[src/rtl/mac_result_requant.sv]
// Requantizes 32-bit signed MAC results to 16-bit samples: it rounds half toward +inf, shifts by SHIFT, saturates, and buffers the samples in a DEPTH-entry FIFO.
// Optional saturation counter is enabled by defining REQUANT_SAT_COUNT_EN.
module mac_result_requant #(
  parameter int unsigned SHIFT = 15,
  parameter int unsigned DEPTH = 4
) (
  input  logic        clk,
  input  logic        reset,
  input  logic        in_valid,
  output logic        in_ready,
  input  logic [31:0] in_data,
  output logic        out_valid,
  input  logic        out_ready,
  output logic [15:0] out_data,
  input  logic        clear_count,
  output logic [15:0] sat_count
);

  localparam int unsigned DATA_W = 16;
  localparam int unsigned PTR_W  = (DEPTH > 1) ? $clog2(DEPTH) : 1;
  localparam int unsigned CNT_W  = PTR_W + 1;

  logic signed [32:0] ext_c;
  logic signed [32:0] rnd_c;
  logic               sat_hi_c;
  logic               sat_lo_c;
  logic               sat_c;
  logic [DATA_W-1:0]  sample_c;

  logic [DATA_W-1:0]  mem_q [DEPTH];
  logic [PTR_W-1:0]   wr_ptr_q, wr_ptr_d;
  logic [PTR_W-1:0]   rd_ptr_q, rd_ptr_d;
  logic [CNT_W-1:0]   count_q, count_d;
  logic               push_c;
  logic               pop_c;

  assign ext_c = {in_data[31], in_data};

  // Rounding constant only exists when there is something to shift out.
  generate
    if (SHIFT == 0) begin : g_no_round
      assign rnd_c = ext_c;
    end else begin : g_round
      localparam logic signed [32:0] HALF = 33'sd1 <<< (SHIFT - 1);
      assign rnd_c = (ext_c + HALF) >>> SHIFT;
    end
  endgenerate

  assign sat_hi_c = (rnd_c > 33'sd32767);
  assign sat_lo_c = (rnd_c < -33'sd32768);
  assign sat_c    = sat_hi_c | sat_lo_c;

  always_comb begin
    sample_c = rnd_c[DATA_W-1:0];
    if (sat_hi_c) begin
      sample_c = 16'h7FFF;
    end else if (sat_lo_c) begin
      sample_c = 16'h8000;
    end
  end

  assign in_ready  = (count_q < CNT_W'(DEPTH));
  assign out_valid = (count_q != '0);
  assign push_c    = in_valid & in_ready;
  assign pop_c     = out_valid & out_ready;
  // An empty FIFO shows zero, so reset clears out_data without clearing the storage.
  assign out_data  = out_valid ? mem_q[rd_ptr_q] : '0;

  always_comb begin
    wr_ptr_d = wr_ptr_q;
    rd_ptr_d = rd_ptr_q;
    count_d  = count_q;
    if (push_c) begin
      wr_ptr_d = wr_ptr_q + PTR_W'(1);
    end
    if (pop_c) begin
      rd_ptr_d = rd_ptr_q + PTR_W'(1);
    end
    case ({push_c, pop_c})
      2'b10:   count_d = count_q + CNT_W'(1);
      2'b01:   count_d = count_q - CNT_W'(1);
      default: count_d = count_q;
    endcase
  end

  always_ff @(posedge clk or posedge reset) begin
    if (reset) begin
      wr_ptr_q <= '0;
      rd_ptr_q <= '0;
      count_q  <= '0;
    end else begin
      wr_ptr_q <= wr_ptr_d;
      rd_ptr_q <= rd_ptr_d;
      count_q  <= count_d;
    end
  end

  always_ff @(posedge clk) begin
    if (push_c) begin
      mem_q[wr_ptr_q] <= sample_c;
    end
  end

`ifdef REQUANT_SAT_COUNT_EN
  logic [15:0] sat_q, sat_d;

  // Clear wins over a same-cycle increment; the count sticks at all-ones.
  always_comb begin
    sat_d = sat_q;
    if (clear_count) begin
      sat_d = '0;
    end else if (push_c && sat_c && (sat_q != 16'hFFFF)) begin
      sat_d = sat_q + 16'd1;
    end
  end

  always_ff @(posedge clk or posedge reset) begin
    if (reset) begin
      sat_q <= '0;
    end else begin
      sat_q <= sat_d;
    end
  end

  assign sat_count = sat_q;
`else
  logic sat_unused;
  assign sat_unused = clear_count ^ sat_c;
  assign sat_count  = '0;
`endif

endmodule
[config.mk]
export PLATFORM = sky130hd
export DESIGN_NAME = mac_result_requant
export DESIGN_NICKNAME = d
export VERILOG_FILES = /design/src/rtl/mac_result_requant.sv
export SDC_FILE = /design/constraint.sdc
export NUM_CORES = 1
export LEC_CHECK = 0
export ABC_AREA = 1
export CAP_MARGIN = 20
export CORE_MARGIN = 3
export CORE_UTILIZATION = 50
export CTS_BUF_LIST = sky130_fd_sc_hd__clkbuf_16
export CTS_CLUSTER_DIAMETER = 50
export DETAILED_ROUTE_END_ITERATION = 10
export DONT_BUFFER_PORTS = 1
export HOLD_SLACK_MARGIN = 0.1
export PLACE_DENSITY = 0.68
export SYNTH_ARGS = -nofsm -noshare
export SYNTH_HDL_FRONTEND = slang
export SYNTH_SLANG_ARGS = --single-unit
[constraint.sdc]
create_clock -name clk -period 3.38 [get_ports clk]
set_input_delay 0.676 -clock clk [delete_from_list [all_inputs] [get_ports clk]]
set_output_delay 0.676 -clock clk [all_outputs]
set_load 0.005 [all_outputs]
==> results of run 1 <==
-- flip-flops by register name, summed over array words and instances (netlist names) --
signal and count:
count_q 3, rd_ptr_q 2, mem_q 64, wr_ptr_q 2
-- area by class of cell --
| cell class | instances | area share [%] |
|---|---|---|
| sequential | 71 | 52.6 |
| clock buffer | 9 | 5.65 |
| multi-input combinational | 254 | 32.6 |
| tap | 96 | 3.01 |
| inverter | 28 | 2.64 |
| clock inverter | 7 | 2.20 |
| timing repair buffer | 7 | 1.32 |
-- per-stage QoR --
stage	instance area, µm²	power [mW]	utilization [%]	hold slack [ns]
2_1_floorplan	3690	1.92	-	0.479
3_3_place_gp	3670	2.11	53.2	0.503
3_5_place_dp	3670	2.15	53.2	0.506
4_1_cts	3990	3.13	57.7	0.166
5_1_grt	3990	3.30	57.7	0.181
6_report	3990	3.10	57.7	0.166
-- per-layer routing --
| metal | part of all wire, % | routed length, µm | global-route usage [%] |
|---|---|---|---|
| met2 | 48 | 3220 | 28.5 |
| met1 | 44 | 2980 | 22.0 |
| met3 | 6.7 | 454 | 5.30 |
| met5 | 0 | 0 | 0 |
| met4 | 1.5 | 100 | 6.16 |
-- cells in the final DEF, fill, tap and decap left out --
cell / n
a21oi_1: 18
a21oi_2: 1
buf_4: 7
bufinv_16: 2
clkbuf_16: 9
clkinv_1: 2
clkinv_2: 1
clkinvlp_4: 2
conb_1: 16
dfrtp_1: 7
edfxtp_1: 64
fa_1: 1
ha_1: 6
inv_1: 25
inv_2: 3
nand2_1: 46
nand2_2: 13
nand2_4: 3
nand3_1: 8
nand4_1: 1
nor2_1: 79
nor2_2: 3
nor2_4: 5
nor3_1: 1
nor3_2: 1
o21ai_0: 33
o21ai_1: 2
o21ai_2: 1
xnor2_1: 7
xor2_1: 9
-- where the power goes --
group / switching, mW / total (mW) / internal [mW] / leakage [nW]
sequential: 0.0736 / 1.20 / 1.12 / 0.656
clock: 0.338 / 0.977 / 0.638 / 0.147
combinational: 0.633 / 0.926 / 0.293 / 0.743
total: 1.04 / 3.10 / 2.06 / 1.55
-- logic make-up after synthesis --
kind of cell	after synthesis	synth area share [%]
flops	71	57.7
buf+inv	57	8.16
simple gates	160	19.8
compound gates	55	7.78
other cells	1	0.103
fa+ha+maj	7	2.62
xor+xnor	16	3.85
-- how the worst min path moves through the flow --
| stage | startpoint | to | slack [ns] | cells after the start |
|---|---|---|---|---|
| 2_1_floorplan | reset | count_q[0] | 0.48 | 1 |
| 3_3_place_gp | count_q[0] | count_q[0] | 0.50 | 1 |
| 3_5_place_dp | count_q[0] | count_q[0] | 0.51 | 1 |
| 4_1_cts | reset | wr_ptr_q[0] | 0.17 | 1 |
| 5_1_grt | reset | count_q[0] | 0.18 | 1 |
| 6_report | reset | wr_ptr_q[1] | 0.17 | 1 |
==> run summary, run 1 <==
most frequent CP cell: nor2_1
Die Area: 8330 µm²
R2R Setup Slk: 1.53 ns
# rows: 30
IR drop worst, VDD: 0.000235 V
post-CTS setup buffers: 0
Tmin final: 2.50 ns
Post-DP HPWL: 4.38 mm
final count of hold timing violations: 0
top cells by area, synth: edfxtp_1 (53%), nor2_1 (8.2%), dfrtp_1 (4.8%)
clock buffer count from CTS: 9
Post-Place Worst Slack: 1.11 ns
CP delay by family, top: flip-flops
Worst-path clk slew: 0.05 ns
Static Leak: 1.55 nW
Final Skew: 0.00391 ns
Routed wire per std cell: 14.3 µm
Syn Area/Cell: 9.91 µm²
CORE AREA: 6910 µm²
worst-margin pin slew: 0.584 ns
Yosys reg bits: 71
largest stage delay on the critical path: 0.63 ns
nets: 415
HP Class: primary input to asynchronous set/reset pin
Crit Reg-Reg Startpoint: count_q[2]
Post-Layout Cell Count: 472
RSZ-0062 raised after global routing: false
pin count of the biggest net entering global routing: 34
# diodes: 0
slowest stage cell, crit path: dfrtp_1
grt ovf: 0
Final Setup Violations: 0
normalized max-slew margin: 61.0%
Slew Viols, Final: 0
Crit Path Max Fanout: 21
PostCTS Resize Cnt: 0
R2R depth: 8
Cells after Synth: 367
post-synth top area cell: edfxtp_1
remaining antenna violation count: 0
Seq/Total Area, Yosys: 57.7%
Multi-input gate area: 1300 µm²
Post-Place Cells: 456
ys async rst share: 9.86%
drt pass-1 iters: 4
fmax: 0.400 GHz
clock latency on the worst-skew pair: 0.33 ns
Buffers on Ports: 0
total negative slack: 0 ns
FF/Latch Area: 2100 µm²
fill count: 589
TritonCTS clock tree: done
outcome: finished, final reports clean
# DRC: 0
vias post-DR: 2,339
Buf/Inv on CP: 1
Vias/cell: 4.96
# hold bufs at CTS: 0
fraction of layout cells with a size suffix above 1: 13.6%
CP Launch Point: rd_ptr_q[0]
dominant synthesized flop cell: edfxtp_1
Final Cycle Share: 74.0%
share of the synthesized area in the top cell type: 52.9%
maxcap violations: 0
number of enable flip-flop cells after synthesis: 64
vias in the first global route: 2,320
Starting Density: 52.6%
critical path, cell by cell: buf_4 > nor2_1 > nor2_1 > o21ai_0 > a21oi_1
critical path data arrival time: 1.82 ns
DRT iter0 DRCs: 115
crit path to: out_data[6]
# IOs: 71
width of the die: 91.3 µm
htree depth: 3
WP depth: 5
cell area after synthesis: 3640 µm²
Worst setup SP type: flop
Post-synth top cells: nor2_1 (79), edfxtp_1 (64), nand2_1 (46)
most common cell in the synthesized netlist: nor2_1
Placer Congestion: 0.796
synthesis-to-finish area growth: 9.64%
Total GRT Usage: 17.5%
Post-Route WL: 6.76 mm
Worst Setup End Kind: primary output
initial antenna violation count: 0
Reg2Reg Capture Point: count_q[2]
clock buffer depth: 2
fin worst setup slack: 0.880 ns
Synth Warn #: 0
first-pass GRT wire length: 11.2 mm
PwrDens: 778 nW/µm²
Crit Path Class: flop to primary output
Die Height: 91.3 µm
Unique masters post-synth: 29
worst endpoint required time: 2.70 ns
Sink Count: 71
clock root cell: clkbuf_16
Power figures use the tool's default switching activity.
==> inputs of run 2 (changes only) <==
==> constraint.sdc (replaced) <==
create_clock -name clk -period 2.4 [get_ports clk]
set_input_delay 0.48 -clock clk [delete_from_list [all_inputs] [get_ports clk]]
set_output_delay 0.48 -clock clk [all_outputs]
set_load 0.005 [all_outputs]
==> run 2 against run 1 <==
Compared with the run above: clock-buffer cell count stayed put; clock skew is 0.0015 ns lower; highest routed layer unchanged; largest power group unchanged; critical path depth stayed put.
==> run summary, run 2 (synthesis results as in run 1) <==
Final Skew: 0.00244 ns (-0.00147 ns)
Die Area: 8330 µm² (unchanged)
Seq pwr share: 39.7% (+1.1 points)
Tmin final: 2.22 ns
Post-DP HPWL: 4.47 mm (+2.1%)
Design Area, Final: 3980 µm² (about the same)
hold path endpoint: rd_ptr_q[0]
largest stage delay on the critical path: 0.66 ns (+0.03 ns)
Reg2Reg Capture Point: count_q[2]
most frequent CP cell: nor2_1
CORE AREA: 6910 µm² (unchanged)
vias in the first global route: 2,374 (+2.3%)
Placer Congestion: 0.804 (+0.92%)
Die Height: 91.3 µm (unchanged)
grt ovf: 0 (unchanged)
fill count: 596 (+1.2%)
Buffers on Ports: 0 (unchanged)
biggest regs: mem_q (64), count_q (3)
FF/Latch Area: 2100 µm² (unchanged)
Top reg by flops: mem_q
initial antenna violation count: 0 (unchanged)
remaining antenna violation count: 0 (unchanged)
total negative slack: 0 ns (unchanged)
# diodes: 0 (unchanged)
clock root cell: clkbuf_16
# rows: 30 (unchanged)
final count of hold timing violations: 0 (unchanged)
Final Cycle Share: 92.6%
Starting Density: 52.6% (unchanged)
clock latency on the worst-skew pair: 0.32 ns (about the same)
# DRC: 0 (unchanged)
# IOs: 71 (unchanged)
post-CTS setup buffers: 0 (unchanged)
commonest non-fill, non-tap cell in the layout: nor2_1
htree depth: 3 (unchanged)
Post-Route WL: 6.75 mm (-0.13%)
max FFs per register: 64 (unchanged)
DRT iter0 DRCs: 98 (-15%)
Crit Reg-Reg Startpoint: count_q[2]
PwrDens: 1070 nW/µm² (+37%)
HP Class: primary input to flop
IR drop worst, VDD: 0.000450 V (+92%)
R2R Setup Slk: 0.52 ns (-1.01 ns)
normalized max-slew margin: 59.7% (-1.3 points)
Total GRT Usage: 17.5% (+0.092 points)
worst endpoint required time: 1.92 ns (-0.78 ns)
fraction of layout cells with a size suffix above 1: 13.7% (+0.16 points)
CP delay by family, top: flip-flops
fin worst setup slack: 0.178 ns (-0.702 ns)
clock buffer depth: 2 (unchanged)
nets: 418 (+0.72%)
final hold slack: 0.437 ns (+0.271 ns)
TritonCTS clock tree: done
Worst Setup End Kind: primary output
maxcap violations: 0 (unchanged)
commonest cells after routing, fill and taps aside: nor2_1 (79), edfxtp_1 (64), nand2_1 (46)
Static Leak: 1.56 nW (+1.0%)
P_int: 2.80 mW (+36%)
drt pass-1 iters: 4 (unchanged)
Crit Path Class: flop to primary output
worst-margin pin slew: 0.603 ns (+0.0196 ns)
critical path, cell by cell: buf_4 > nor2_1 > nor2_1 > o21ai_0 > a21oi_1
Switching Share: 34.0% (+0.36 points)
Routed wire per std cell: 14.2 µm (-0.76%)
slowest stage cell, crit path: dfrtp_1
first-pass GRT wire length: 11.2 mm (-0.12%)
Post-Place Worst Slack: 0.343 ns (-0.763 ns)
Buf/Inv on CP: 1 (unchanged)
Final Setup Violations: 0 (unchanged)
Worst setup SP type: flop
RSZ-0062 raised after global routing: false
outcome: finished, final reports clean
Logic pwr share: 31.2% (+1.3 points)
worst hold start: out_ready
WHS Path Cells: 3
Sink Count: 71 (unchanged)
vias post-DR: 2,322 (-0.73%)
area post-placement: 3690 µm² (+0.41%)
final core occ: 57.7% (about the same)
Crit Path Max Fanout: 14 (-33%)
pin count of the biggest net entering global routing: 34 (unchanged)
Sw Pwr: 1.45 mW (+39%)
critical path data arrival time: 1.74 ns (-0.08 ns)
Multi-input gate area: 1300 µm² (unchanged)
synthesis-to-finish area growth: 9.53% (about the same)
fmax: 0.450 GHz
width of the die: 91.3 µm (unchanged)
clock buffer count from CTS: 9 (unchanged)
Slew Viols, Final: 0 (unchanged)
clock share of power: 29.1% (-2.4 points)
Worst-path clk slew: 0.05 ns (about the same)
R2R depth: 8 (unchanged)
Vias/cell: 4.89 (-1.4%)
==> run 2: cell count changes in the layout (fill, tap and decap cells not counted) <==
cell           previous run  this run
buf_4                     7         9
bufinv_16                 2         1
clkinv_1                  2         1
clkinv_2                  1         3
clkinvlp_4                2         0
dlygate4sd3_1             0         1
inv_1                    25        27
inv_2                     3         2
inv_4                     0         1
==> run 2: worst max path at each step <==
stage | from | cells past startpoint | end | slack (ns)
2_1_floorplan | in_data[14] | 10 | mem_q[0][10] | 0.51
3_3_place_gp | in_data[14] | 9 | mem_q[3][10] | 0.39
3_5_place_dp | in_data[14] | 9 | mem_q[1][8] | 0.34
4_1_cts | rd_ptr_q[0] | 3 | out_data[15] | 0.09
5_1_grt | rd_ptr_q[0] | 5 | out_data[12] | 0.02
6_report | rd_ptr_q[0] | 5 | out_data[6] | 0.18
==> run 2: area by class of cell <==
| cell class | count | share of cell area, % |
|---|---|---|
| sequential | 71 | 52.7 |
| tap | 96 | 3.02 |
| multi-input combinational | 254 | 32.6 |
| clock buffer | 9 | 5.66 |
| inverter | 28 | 2.70 |
| timing repair buffer | 10 | 1.95 |
| clock inverter | 7 | 1.41 |
==> run 2: power groups by stage <==
| stage | Sequential [mW] | Clock (mW) | Combinational, mW |
|---|---|---|---|
| 2_1_floorplan | 1.66 | 0 | 1.04 |
| 3_3_place_gp | 1.70 | 0 | 1.31 |
| 3_5_place_dp | 1.71 | 0 | 1.35 |
| 4_1_cts | 1.69 | 1.25 | 1.36 |
| 5_1_grt | 1.71 | 1.31 | 1.52 |
| 6_report | 1.69 | 1.23 | 1.33 |
==> run 2: per-stage QoR <==
step	instances	total power, mW
after floorplan	382	2.70
after global placement	458	3.01
after detailed placement	458	3.06
after CTS	475	4.29
after global routing	475	4.54
final	475	4.25
==> run 2: per-layer routing <==
metal	part of all wire, %	global-route usage [%]	wire [µm]	vias to the layer above
met4	1.0	8.67	68	0
li1	-	-	-	1187
met3	6.1	3.31	414	6
met5	0	0	0	-
met2	50	30.3	3410	77
met1	42	20.9	2860	1052
==> run 2: what timing repair did <==
action / CTS / global route
setup endpoints to repair: 0 / 1
resized for setup: 0 / 2
endpoints found under the hold margin: 7 / 0
hold buffers: 1 / 0
==> run 2: worst min-delay path: cells and delay by family <==
family,cells,cell delay [ns]
and+or+nand+nor,3,0.23
==> inputs of run 3 (changes only) <==
--- a/config.mk
+++ b/config.mk
@@ -5,7 +5,6 @@
 export SDC_FILE = /design/constraint.sdc
 export NUM_CORES = 1
 export LEC_CHECK = 0
-export ABC_AREA = 1
 export CAP_MARGIN = 20
 export CORE_MARGIN = 3
 export CORE_UTILIZATION = 50
==> run 3 against run 2 <==
Compared with the run above: fmax rose by 7.0%; via count fell by 13%; global-route usage fell by 1.2 points; sequential share of layout area fell by 1.7 points; critical path depth fell by 2; die area rose by 0.83%; register-to-register slack improved by 0.03 ns; worst setup slack improved by 0.14 ns; largest cell class unchanged; largest power group unchanged.
==> run summary, run 3 <==
outcome: finished, final reports clean
commonest non-fill, non-tap cell in the layout: edfxtp_1
number of enable flip-flop cells after synthesis: 64 (unchanged)
Static Leak: 1.47 nW (-5.8%)
Buffers on Ports: 0 (unchanged)
remaining antenna violation count: 0 (unchanged)
cell area after synthesis: 3670 µm² (+0.89%)
Tmin final: 2.08 ns (-0.145 ns)
top cells by area, synth: edfxtp_1 (52%), mux4_2 (9.8%), dfrtp_1 (4.8%)
final count of hold timing violations: 0 (unchanged)
# DRC: 0 (unchanged)
vias in the first global route: 2,063 (-13%)
Final Setup Violations: 0 (unchanged)
most common cell in the synthesized netlist: edfxtp_1
IR drop worst, VDD: 0.000415 V (-7.8%)
Worst Setup End Kind: primary output
Reg2Reg Capture Point: count_q[2]
fmax: 0.481 GHz (+7.0%)
Final Cycle Share: 86.5% (-6.0 points)
PostCTS Resize Cnt: 0 (unchanged)
WHS Path Cells: 2 (-1)
synthesis-to-finish area growth: 12.2%
Power Total: 4.25 mW (about the same)
# rows: 30 (unchanged)
TritonCTS clock tree: done
critical path, cell by cell: buf_12 > mux4_2 > and2_1
Crit Path Class: flop to primary output
Post-synth top cells: edfxtp_1 (64), and2_1 (21), buf_4 (16), mux4_2 (16), xnor2_1 (13)
critical path data arrival time: 1.60 ns (-0.14 ns)
Vias/cell: 5.36 (+9.6%)
nets: 322 (-23%)
ys async rst share: 9.86% (unchanged)
dominant synthesized flop cell: edfxtp_1
max FFs per register: 64 (unchanged)
vias post-DR: 2,031 (-13%)
CORE AREA: 6940 µm² (+0.54%)
drt pass-1 iters: 4 (unchanged)
Total GRT Usage: 16.3% (-1.2 points)
share of the synthesized area in the top cell type: 52.4% (-0.47 points)
width of the die: 91.7 µm (+0.42%)
final core occ: 59.3% (+1.6 points)
grt ovf: 0 (unchanged)
PwrDens: 1030 nW/µm² (-3.3%)
fraction of layout cells with a size suffix above 1: 20.5% (+6.8 points)
post-synth top area cell: edfxtp_1
# diodes: 0 (unchanged)
CP Launch Point: rd_ptr_q[0]
Die Area: 8400 µm² (+0.83%)
hold path endpoint: rd_ptr_q[0]
Crit Reg-Reg Startpoint: count_q[0]
Starting Density: 52.8% (+0.18 points)
clock buffer count from CTS: 9 (unchanged)
RSZ-0062 raised after global routing: false
htree depth: 3 (unchanged)
Post-Layout Cell Count: 379 (-20%)
Crit Path Max Fanout: 18 (+4)
Seq/Total Area, Yosys: 57.2% (-0.51 points)
Synth Warn #: 0 (unchanged)
clock root cell: clkbuf_16
Final Skew: 0.00764 ns (+0.00520 ns)
Cells after Synth: 263 (-28%)
Slew Viols, Final: 0 (unchanged)
clock buffer depth: 2 (unchanged)
Routed wire per std cell: 16.4 µm (+16%)
Syn Area/Cell: 13.9 µm² (+41%)
biggest regs: mem_q (64), count_q (3)
Yosys reg bits: 71 (unchanged)
first-pass GRT wire length: 10.4 mm (-7.0%)
HP Class: primary input to flop
Worst setup SP type: flop
Top reg by flops: mem_q
largest stage delay on the critical path: 0.53 ns (-0.13 ns)
Placer Congestion: 0.769 (-4.3%)
Worst-path clk slew: 0.05 ns (about the same)
R2R depth: 9 (+1)
maxcap violations: 0 (unchanged)
worst endpoint required time: 1.92 ns (about the same)
Unique masters post-synth: 46 (+59%)
total negative slack: 0 ns (unchanged)
Sink Count: 71 (unchanged)
Multi-input gate area: 1380 µm² (+6.0%)
clock latency on the worst-skew pair: 0.32 ns (about the same)
# IOs: 71 (unchanged)
DRT iter0 DRCs: 113 (+15%)
worst hold start: out_ready
pin count of the biggest net entering global routing: 19 (-44%)
FF/Latch Area: 2100 µm² (unchanged)
commonest cells after routing, fill and taps aside: edfxtp_1 (64), and2_1 (21), mux4_2 (16), conb_1 (16), xnor2_1 (13)
initial antenna violation count: 0 (unchanged)
fill count: 532 (-11%)
Post-DP HPWL: 4.21 mm (-5.9%)
slowest stage cell, crit path: mux4_2
Post-Route WL: 6.23 mm (-7.6%)
Post-Place Cells: 362 (-21%)
R2R Setup Slk: 0.55 ns (+0.03 ns)
Die Height: 91.7 µm (+0.42%)
==> run 3: cell count changes after synthesis, sizes merged, moves of 6 or more <==
cell,before,now
and2,0,21
mux4,0,16
xnor2,7,13
inv,28,12
nand2,62,13
a21oi,19,12
nor2,87,9
o21ai,36,12
==> run 3: worst max path at each step <==
stage	endpoint	slack, ns	cells after the start
after floorplan	mem_q[0][0]	0.31	7
after global placement	mem_q[0][5]	0.13	8
after detailed placement	mem_q[0][13]	0.10	7
after CTS	out_data[5]	0.28	3
after global routing	out_data[5]	0.25	3
final	out_data[5]	0.32	3
==> run 3: per-stage QoR <==
stage | setup WS [ns] | hold slack (ns) | instance area [µm²]
4_1_cts | 0.281 | 0.457 | 4120
6_report | 0.323 | 0.470 | 4120
3_3_place_gp | 0.129 | 0.314 | 3790
2_1_floorplan | 0.310 | 0.283 | 3720
3_5_place_dp | 0.103 | 0.308 | 3790
5_1_grt | 0.254 | 0.483 | 4120
==> run 3: critical path, delay by kind of cell, from the launching register on <==
family | cells | cell delay (ns)
mux | 1 | 0.53
flops | 1 | 0.37
simple gates | 1 | 0.19
buf+inv | 1 | 0.19
==> run 3: kinds of logic after synthesis <==
kind of cell	after synthesis	share of synthesized area [%]
multiplexers	18	10.4
adder cells (fa/ha/maj)	7	2.59
AND/OR/NAND/NOR	74	12.3
AO/OA/AOI/OAI	33	5.80
buffers and inverters	39	6.86
other	1	0.102
XOR/XNOR	20	4.77
flip-flops	71	57.2
==> run 3: final cells by class <==
type | instances | area share [%]
Clock buffer | 9 | 5.47
Clock inverter | 7 | 2.34
Inverter | 13 | 1.52
Multi-Input combinational cell | 168 | 33.4
Sequential cell | 71 | 50.9
Tap cell | 96 | 2.92
Timing Repair Buffer | 15 | 3.40
==> run 3: where the power goes <==
part	switching (mW)	internal [mW]	total, mW	leakage, nW
logic	0.608	0.595	1.20	0.657
registers	0.0634	1.59	1.66	0.664
clock network	0.479	0.910	1.39	0.150
==> run 3: what timing repair did <==
| action | 4_1_cts | 5_1_grt |
|---|---|---|
| endpoints found under the hold margin | 7 | 0 |
| setup buffers | 0 | 0 |
| hold buffers | 1 | 0 |
==> run 3: routing by layer <==
layer | share of wire, % | global-route usage, %
met5 | 0 | 0
met4 | 1.0 | 5.28
met3 | 6.2 | 4.76
met2 | 48 | 25.4
met1 | 45 | 22.2
